`src/rtl/cycle_drive_sched.sv`:
```
// Multi-channel cycle-delay drive scheduler with skewed input sampling.
// Optional per-channel queue flush is enabled by defining CDS_FLUSH_EN.
module cycle_drive_sched #(
  parameter int CHANNELS = 4,
  parameter int WIDTH    = 8,
  parameter int DEPTH    = 4,
  parameter int DLY_W    = 4,
  parameter int IN_SKEW  = 1,
  localparam int CW      = (CHANNELS > 1) ? $clog2(CHANNELS) : 1
) (
  input  logic                      clock,
  input  logic                      reset_n,
  input  logic                      req_valid,
  output logic                      req_ready,
  input  logic [CW-1:0]             req_chan,
  input  logic [WIDTH-1:0]          req_data,
  input  logic [DLY_W-1:0]          req_delay,
  output logic [CHANNELS*WIDTH-1:0] drv_data,
  output logic [CHANNELS-1:0]       drv_strobe,
  output logic [CHANNELS-1:0]       busy,
`ifdef CDS_FLUSH_EN
  input  logic [CHANNELS-1:0]       flush,
`endif
  input  logic [CHANNELS*WIDTH-1:0] smp_in,
  output logic [CHANNELS*WIDTH-1:0] smp_out
);

  localparam int PW = $clog2(DEPTH);
  localparam int OW = PW + 1;
  localparam logic ST_IDLE  = 1'b0;
  localparam logic ST_COUNT = 1'b1;

  logic [CHANNELS-1:0] full;
  logic [(2**CW)-1:0]  full_ext;
  logic                accept;

  // Unused channel codes read as full so a request to them is never accepted.
  for (genvar gi = 0; gi < 2**CW; gi++) begin : g_full
    if (gi < CHANNELS) begin : g_real
      assign full_ext[gi] = full[gi];
    end else begin : g_pad
      assign full_ext[gi] = 1'b1;
    end
  end

  assign req_ready = reset_n && !full_ext[req_chan];
  assign accept    = req_valid && req_ready;

  for (genvar gc = 0; gc < CHANNELS; gc++) begin : g_chan
    logic [WIDTH-1:0] q_data [DEPTH];
    logic [DLY_W-1:0] q_dly  [DEPTH];
    logic [PW-1:0]    rd;
    logic [PW-1:0]    wr;
    logic [PW-1:0]    rd_next;
    logic [OW-1:0]    occ;
    logic             state;
    logic [DLY_W-1:0] cnt;
    logic [WIDTH-1:0] dout;
    logic             stb;
    logic             push;
    logic             pop;
    logic             fl;

`ifdef CDS_FLUSH_EN
    assign fl = flush[gc];
`else
    assign fl = 1'b0;
`endif

    assign push    = accept && (req_chan == CW'(gc));
    assign pop     = (state == ST_COUNT) && (cnt == '0);
    assign rd_next = rd + 1'b1;
    assign full[gc] = (occ == OW'(DEPTH));

    // The head entry's delay lives in cnt; later entries load theirs only
    // once the previous one has driven, giving sequential relative delays.
    always_ff @(posedge clock) begin
      if (!reset_n) begin
        state <= ST_IDLE;
        cnt   <= '0;
        rd    <= '0;
        wr    <= '0;
        occ   <= '0;
        dout  <= '0;
        stb   <= 1'b0;
      end else if (fl) begin
        state <= ST_IDLE;
        cnt   <= '0;
        rd    <= '0;
        wr    <= '0;
        occ   <= '0;
        stb   <= 1'b0;
      end else begin
        stb <= 1'b0;
        if (push) begin
          q_data[wr] <= req_data;
          q_dly[wr]  <= req_delay;
          wr         <= wr + 1'b1;
        end
        occ <= occ + OW'(push) - OW'(pop);
        case (state)
          ST_IDLE: begin
            if (push) begin
              state <= ST_COUNT;
              cnt   <= req_delay;
            end
          end
          default: begin
            if (cnt != '0) begin
              cnt <= cnt - 1'b1;
            end else begin
              dout <= q_data[rd];
              stb  <= 1'b1;
              rd   <= rd_next;
              if (occ > OW'(1)) begin
                cnt <= q_dly[rd_next];
              end else if (push) begin
                cnt <= req_delay;
              end else begin
                state <= ST_IDLE;
              end
            end
          end
        endcase
      end
    end

    assign drv_data[gc*WIDTH +: WIDTH] = dout;
    assign drv_strobe[gc]              = stb;
    assign busy[gc]                    = (occ != '0) || (state == ST_COUNT);
  end

  if (IN_SKEW == 0) begin : g_noskew
    assign smp_out = smp_in;
  end else begin : g_skew
    logic [CHANNELS*WIDTH-1:0] stg [IN_SKEW];

    always_ff @(posedge clock) begin
      if (!reset_n) begin
        for (int i = 0; i < IN_SKEW; i++) stg[i] <= '0;
      end else begin
        stg[0] <= smp_in;
        for (int i = 1; i < IN_SKEW; i++) stg[i] <= stg[i-1];
      end
    end

    assign smp_out = stg[IN_SKEW-1];
  end

endmodule

```
`config.mk`:
```
export PLATFORM = sky130hd
export DESIGN_NAME = cycle_drive_sched
export DESIGN_NICKNAME = d
export VERILOG_FILES = /design/src/rtl/cycle_drive_sched.sv
export SDC_FILE = /design/constraint.sdc
export NUM_CORES = 1
export LEC_CHECK = 0
export ABC_CLOCK_PERIOD_IN_PS = 2540
export CORE_ASPECT_RATIO = 0.8
export CORE_MARGIN = 2
export CORE_UTILIZATION = 50
export DETAILED_ROUTE_END_ITERATION = 6
export PLACE_DENSITY_LB_ADDON = 0.12
export SLEW_MARGIN = 25
export SYNTH_ARGS = -nofsm -noshare
export SYNTH_HDL_FRONTEND = slang
export SYNTH_SLANG_ARGS = --single-unit
export TNS_END_PERCENT = 100
```
`constraint.sdc`:
```
create_clock -name clock -period 2.54 [get_ports clock]
set_clock_uncertainty 0.1 [all_clocks]
set_input_delay 0.508 -clock clock [delete_from_list [all_inputs] [get_ports clock]]
set_output_delay 0.508 -clock clock [all_outputs]
set_load 0.02 [all_outputs]
```
== Word-level counts from Yosys, hierarchy flattened ==
Memory sizes are Yosys's and may differ from the RTL's. A register that Yosys moved wholly into a read port is not among the register bits.
Index checks and enable logic that the tools add are counted.

* Input bits: 49
* Memory bits (writable): 224
* Word-level logic and storage cells: 160
* Memories kept: 9
* Flip-flop bits (word level): 52
* Output and inout port bits: 73

* Reduce and logical (&&, ||, !) cells: 41
* $add $sub $neg: 20
* Magnitude comparators: 5
* Equality and inequality tests: 7
* Bitwise operators: 4
* Multiplexer cells: 50

{| class="wikitable"
|+ Memories
! name !! words !! width !! read ports !! clocked after memory_dff !! write ports !! RTL line !! RTL
|-
| g_chan[0].q_data || 4 || 8 || 1 || 1 || 1 || 50 || <nowiki>logic [WIDTH-1:0] q_data [DEPTH];</nowiki>
|-
| g_chan[1].q_data || 4 || 8 || 1 || 1 || 1 || 50 ||
|-
| g_chan[2].q_data || 4 || 8 || 1 || 1 || 1 || 50 ||
|-
| g_chan[3].q_data || 4 || 8 || 1 || 1 || 1 || 50 ||
|-
| g_skew.stg || 1 || 32 || 1 || 0 || 1 || 136 || <nowiki>logic [CHANNELS*WIDTH-1:0] stg [IN_SKEW];</nowiki>
|-
| g_chan[0].q_dly || 4 || 4 || 1 || 0 || 1 || 51 || <nowiki>logic [DLY_W-1:0] q_dly [DEPTH];</nowiki>
|-
| 3 more memories || - || - || - || - || - || - ||
|}

{| class="wikitable"
|+ Operators with widths
! cell !! number
|-
| $mux W4 || 16
|-
| $mux W1 || 32
|-
| $mux W32 || 1
|-
| $reduce_or A32 Y1 || 1
|-
| $add A2 B1 Y2 const B || 8
|-
| $logic_not A4 Y1 || 4
|-
| $reduce_and A2 Y1 || 8
|-
| $reduce_bool A4 Y1 || 4
|-
| $sub A4 B1 Y4 const B || 4
|-
| $add A3 B1 Y3 || 4
|-
| $eq A3 B3 Y1 const B || 4
|-
| $gt A3 B1 Y1 const B || 4
|-
| $reduce_bool A3 Y1 || 4
|-
| $sub A3 B1 Y3 || 4
|-
| $logic_and A1 B1 Y1 || 10
|-
| $logic_not A1 Y1 || 5
|-
| $eq A2 B2 Y1 const B || 2
|-
| $logic_or A1 B1 Y1 || 4
|-
| $not A1 Y1 || 4
|-
| $lt A2 B3 Y1 const B || 1
|-
| $bmux W1 S2 || 1
|-
| $eq A2 B1 Y1 const B || 1
|-
| $logic_not A2 Y1 || 1
|}

== Longest topological paths before layout ==
* Depth after elaboration: 11
* Gate-level depth with buffers: 13
* Depth with buffers taken out: 12

== Worst setup path after synthesis ==
No wires, ideal clock.

* Path type: register to register
* From: register g_chan[2].cnt[0]
* To: register g_chan[2].occ[2]
* Buffers on the path: 1
* Data arrival time: 2265 ps
* Required time: 2312 ps
* Clock period less this slack: 2493 ps
* Setup slack: 47 ps
* Stages on the path, launching flop included: 14
* Library setup time: 128 ps
* Path through: dfxtp_1 > inv_1 > ha_1 > nor3b_4 > nand2_2 > inv_1 > buf_4 > ha_1 > inv_1 > ha_1 > inv_1 > fa_1 > xnor2_1 > nor2_1

* Word-level cells in the longest chain between the ends: 3

{| class="wikitable"
|+ Ends and longest elaborated chain
! what !! RTL line !! RTL
|-
| start, declared || 57 || <nowiki>logic [DLY_W-1:0] cnt;</nowiki>
|-
| start signal, assigned || 105 || <nowiki>cnt <= req_delay;</nowiki>
|-
| start signal, assigned || 110 || <nowiki>cnt <= cnt - 1'b1;</nowiki>
|-
| start signal, assigned || 116 || <nowiki>cnt <= q_dly[rd_next];</nowiki>
|-
| $logic_not A4 Y1 || 71 || <nowiki>assign pop = (state == ST_COUNT) && (cnt == '0);</nowiki>
|-
| $logic_and A1 B1 Y1 || 71 ||
|-
| net g_chan[2].pop || 61 || <nowiki>logic pop;</nowiki>
|-
| $sub A3 B1 Y3 || 100 || <nowiki>occ <= occ + OW'(push) - OW'(pop);</nowiki>
|-
| end signal, assigned || 100 ||
|-
| end, declared || 55 || <nowiki>logic [OW-1:0] occ;</nowiki>
|}

The timed path passes the listed nets, and every way through them passes these cells.
A chain may end at the register's enable or synchronous reset.

== Final worst setup path ==
* From: input port reset_n
* To: output port req_ready

* Word-level cells in the longest chain between the ends: 1

{| class="wikitable"
|+ Ends and longest elaborated chain
! what !! RTL line !! RTL
|-
| start, declared || 12 || <nowiki>input logic reset_n,</nowiki>
|-
| $logic_and A1 B1 Y1 || 46 || <nowiki>assign req_ready = reset_n && !full_ext[req_chan];</nowiki>
|-
| end, declared || 14 || <nowiki>output logic req_ready,</nowiki>
|}

No other way between the ends.

==> impl_metrics.env <==
export IMPL_status="finished clean"
export IMPL_power_uw=10900
export IMPL_drive_above_1_share_pct=17.8
export IMPL_synth_adder_area_share_pct=4.65
export IMPL_chipHeight_um=144
export IMPL_routedWlPerCell_um=19.2
export IMPL_layout_min_cycle_time_ns=2.49
export IMPL_cp_required_ns=1.93
export IMPL_end_kind="output port"
export IMPL_fin_cells=1339
export IMPL_async_reset_ff_share_pct=0
export IMPL_relSlewSlack_pct=47.6
export IMPL_die_area_um2=25700
export IMPL_hold_viol=0
export IMPL_postRouteAntennaNets=0
export IMPL_grt_pass1_wl_mm=39.5
export IMPL_grt_pass1_vias=7323
export IMPL_synth_nets=910
export IMPL_max_freq_mhz=402
export IMPL_multiInputGateArea_um2=3740
export IMPL_cts_buffers=30
export IMPL_power_density_nw_per_um2=717
export IMPL_synth_simple_area_share_pct=9.78
export IMPL_regArea_um2=8090
export IMPL_clk_latency_ns=0.54
export IMPL_syn_instance_count=818
export IMPL_clock_path_buffers=3
export IMPL_syn2layout_area_growth_pct=24.6
export IMPL_p_leak_uw=0.00528
export IMPL_synthMuxAreaShare_pct=10.4
export IMPL_core_area_um2=24200
export IMPL_synth_edf_count=192
export IMPL_cts_tree="done"
export IMPL_ys_warn_count=0
export IMPL_synth_compound_area_share_pct=4.31
export IMPL_yosysUniqueCellTypes=49
export IMPL_tightest_slew_ns=0.784
export IMPL_row_count=51
export IMPL_vias=7143
export IMPL_critPathKind="in -> out"
export IMPL_dr_pass1_iters=5
export IMPL_fillers=1789
export IMPL_cts_hold_buffers_added=0
export IMPL_initial_core_util_pct=50.5
export IMPL_die_w_um=179
export IMPL_synth_seq_cells=308
export IMPL_grt_ovfl_total=0
export IMPL_ys_flop_type="edfxtp_1"
export IMPL_wirelength_mm=25.8
export IMPL_avgSynthCellArea_um2=14.9
export IMPL_setup_viol=0
export IMPL_hp_class="reg -> reg"
export IMPL_antenna_cells=0
export IMPL_finalCritPeriodShare_pct=97.8
export IMPL_synth_top_family_by_area="multiplexers"
export IMPL_drt_iter0_drc=640
export IMPL_yosysSeqAreaShare_pct=66.3
export IMPL_ctsHtreeMaxLevel=1
export IMPL_grt_max_degree=64
export IMPL_nets=1089
export IMPL_maxCapViolCount=0
export IMPL_synth_xor_area_share_pct=1.36
export IMPL_clkSinkCount=308
export IMPL_clock_root_buffer="clkbuf_16"
export IMPL_drv_slew=0
export IMPL_post_dp_hpwl_mm=17.2
export IMPL_dpl_cell_count=1281
export IMPL_ios=122
export IMPL_antenna_found_initial=1
export IMPL_portBuffers=121
export IMPL_critPathLaunchType="primary input"
export IMPL_drc=0
export IMPL_routabilityCongestion=0.836
export IMPL_via_per_inst=5.33
export IMPL_netlist_area_um2=12200
export IMPL_path_clk_slew_ns=0.06
export IMPL_grt_use_total_pct=20.2
export IMPL_crit_fanout=19
export IMPL_ir_drop_v=0.000421
export IMPL_crit_arrival_ns=1.88
==> cell families after synthesis <==
| group | Yosys count |
|---|---|
| XOR/XNOR | 19 |
| multiplexers | 66 |
| AO/OA/AOI/OAI | 86 |
| flip-flops | 308 |
| adder cells (fa/ha/maj) | 43 |
| AND/OR/NAND/NOR | 221 |
| buffers and inverters | 75 |
==> worst paths after layout <==
path / endpoint / cells after the start / slack, ns / from
setup reg to reg: g_chan[2].occ[2]$_SDFF_PN0_ / 10 / 0.13 / g_chan[2].occ[2]$_SDFF_PN0_
hold / removal: g_chan[3].dout[2]$_SDFFE_PN0P_ / 2 / 0.36 / g_chan[3].dout[2]$_SDFFE_PN0P_
setup / recovery: req_ready / 7 / 0.05 / reset_n
hold reg to reg: g_chan[3].dout[2]$_SDFFE_PN0P_ / 2 / 0.36 / g_chan[3].dout[2]$_SDFFE_PN0P_
==> metal layers <==
metal  up-vias  share of wire [%]  track usage [%]
met5         -                  0                0
met4         0                1.8             4.75
met3        38                3.6             2.38
met2       161                 49             33.8
met1      3583                 45             28.5
li1       3361                  -                -
==> flip-flops by register name, summed over array words and instances (netlist names) <==
register and flops:
g_chan.cnt 16, g_chan.dout 32, g_chan.occ 12, g_chan.q_data 128
g_chan.q_dly 64, g_chan.rd 8, g_chan.state 4, g_chan.stb 4
g_chan.wr 8, g_skew.stg 32
==> power breakdown <==
| part | switching, µW | internal [µW] | leakage (µW) |
|---|---|---|---|
| Clock | 1810 | 2410 | 0.000457 |
| Sequential | 100 | 5430 | 0.00268 |
| Combinational | 610 | 546 | 0.00215 |
==> synthesized netlist by cell type (2+ instances only) <==
cell      number  share of area, %
buf_6          3              0.28
nor2b_1        4              0.20
or3b_1         2              0.14
o32ai_1        8              0.57
nor3b_2        2              0.20
mux2i_1       18               1.5
o22a_1         3              0.22
dfxtp_1      116                19
a311oi_1       4              0.29
nand2_2        4              0.20
a21oi_1       44               1.8
nor4b_1        4              0.29
ha_1          39               4.0
nor4_1         4              0.20
mux4_1         2              0.43
inv_1         36               1.1
a31oi_1        8              0.41
clkbuf_8       2              0.23
mux4_2        46               8.5
xnor2_1       10              0.72
a32oi_1        4              0.29
buf_2          9              0.37
clkbuf_1      10              0.31
nor3_1         8              0.33
o21ai_0       10              0.41
nand2_1       90               2.8
nor2_1        30              0.92
and3_1         2              0.10
and2_1        53               2.7
fa_1           4              0.66
or4_1          5              0.31
nor3b_4        4              0.61
buf_4         13              0.80
xor2_1         9              0.65
edfxtp_1     192                47
or3b_2         3              0.22
==> through the flow <==
stage / hold slack (ns) / setup WS (ns) / util [%] / setup TNS (ns) / cell area [µm²]
2_1_floorplan: 0.366 / 0.0470 / - / 0 / 12200
3_3_place_gp: 0.345 / -0.367 / 58.7 / -2.16 / 14200
4_1_cts: 0.357 / 0.00365 / 62.7 / 0 / 15200
5_1_grt: 0.377 / -0.0123 / 62.9 / -0.0145 / 15200
3_5_place_dp: 0.348 / -0.410 / 58.7 / -3.28 / 14200
6_report: 0.356 / 0.0549 / 62.9 / 0 / 15200
==> critical path, stage by stage <==
cell	delay, ns
clkdlybuf4s50_1	0.48
buf_4	0.12
buf_6	0.16
buf_12	0.16
inv_2	0.06
nor3_2	0.20
buf_4	0.17
==> cells in the final DEF, fill, tap and decap left out, types with 3 or more instances in the layout <==
cell | Yosys | layout
edfxtp_1 | 192 | 192
clkdlybuf4s50_1 | 0 | 116
dfxtp_1 | 116 | 114
nand2_1 | 90 | 90
and2_1 | 53 | 53
buf_4 | 13 | 48
mux4_2 | 46 | 46
a21oi_1 | 44 | 44
ha_1 | 39 | 38
inv_1 | 36 | 35
clkbuf_16 | 0 | 32
nor2_1 | 30 | 30
mux2i_1 | 18 | 18
buf_12 | 0 | 14
xnor2_1 | 10 | 10
o21ai_0 | 10 | 10
xor2_1 | 9 | 9
o32ai_1 | 8 | 8
a31oi_1 | 8 | 8
nor3_1 | 8 | 7
clkinv_1 | 0 | 6
nor3b_4 | 4 | 5
or4_1 | 5 | 5
clkinv_2 | 0 | 5
nand2_2 | 4 | 4
a32oi_1 | 4 | 4
nor4b_1 | 4 | 4
nor2b_1 | 4 | 4
nor4_1 | 4 | 4
a311oi_1 | 4 | 4
fa_1 | 4 | 4
clkbuf_1 | 10 | 4
clkinvlp_4 | 0 | 4
or3b_2 | 3 | 3
o22a_1 | 3 | 3
clkbuf_8 | 2 | 3
dlygate4sd2_1 | 0 | 3
==> final cells by class <==
| type | instances | area share (%) |
|---|---|---|
| tap | 318 | 2.62 |
| inverter | 38 | 1.02 |
| timing repair buffer | 184 | 12.3 |
| sequential | 308 | 53.2 |
| multi-input combinational | 435 | 24.6 |
| clock inverter | 18 | 0.798 |
| clock buffer | 38 | 5.47 |
==> repair_timing <==
| item | 4_1_cts | 5_1_grt |
|---|---|---|
| cloned | 0 | 1 |
| resized for setup | 9 | 7 |
| pin swaps | 0 | 1 |
| endpoints found under the setup margin | 5 | 5 |
| setup buffers | 0 | 1 |
Note: power is estimated with default switching activity, not from simulation.
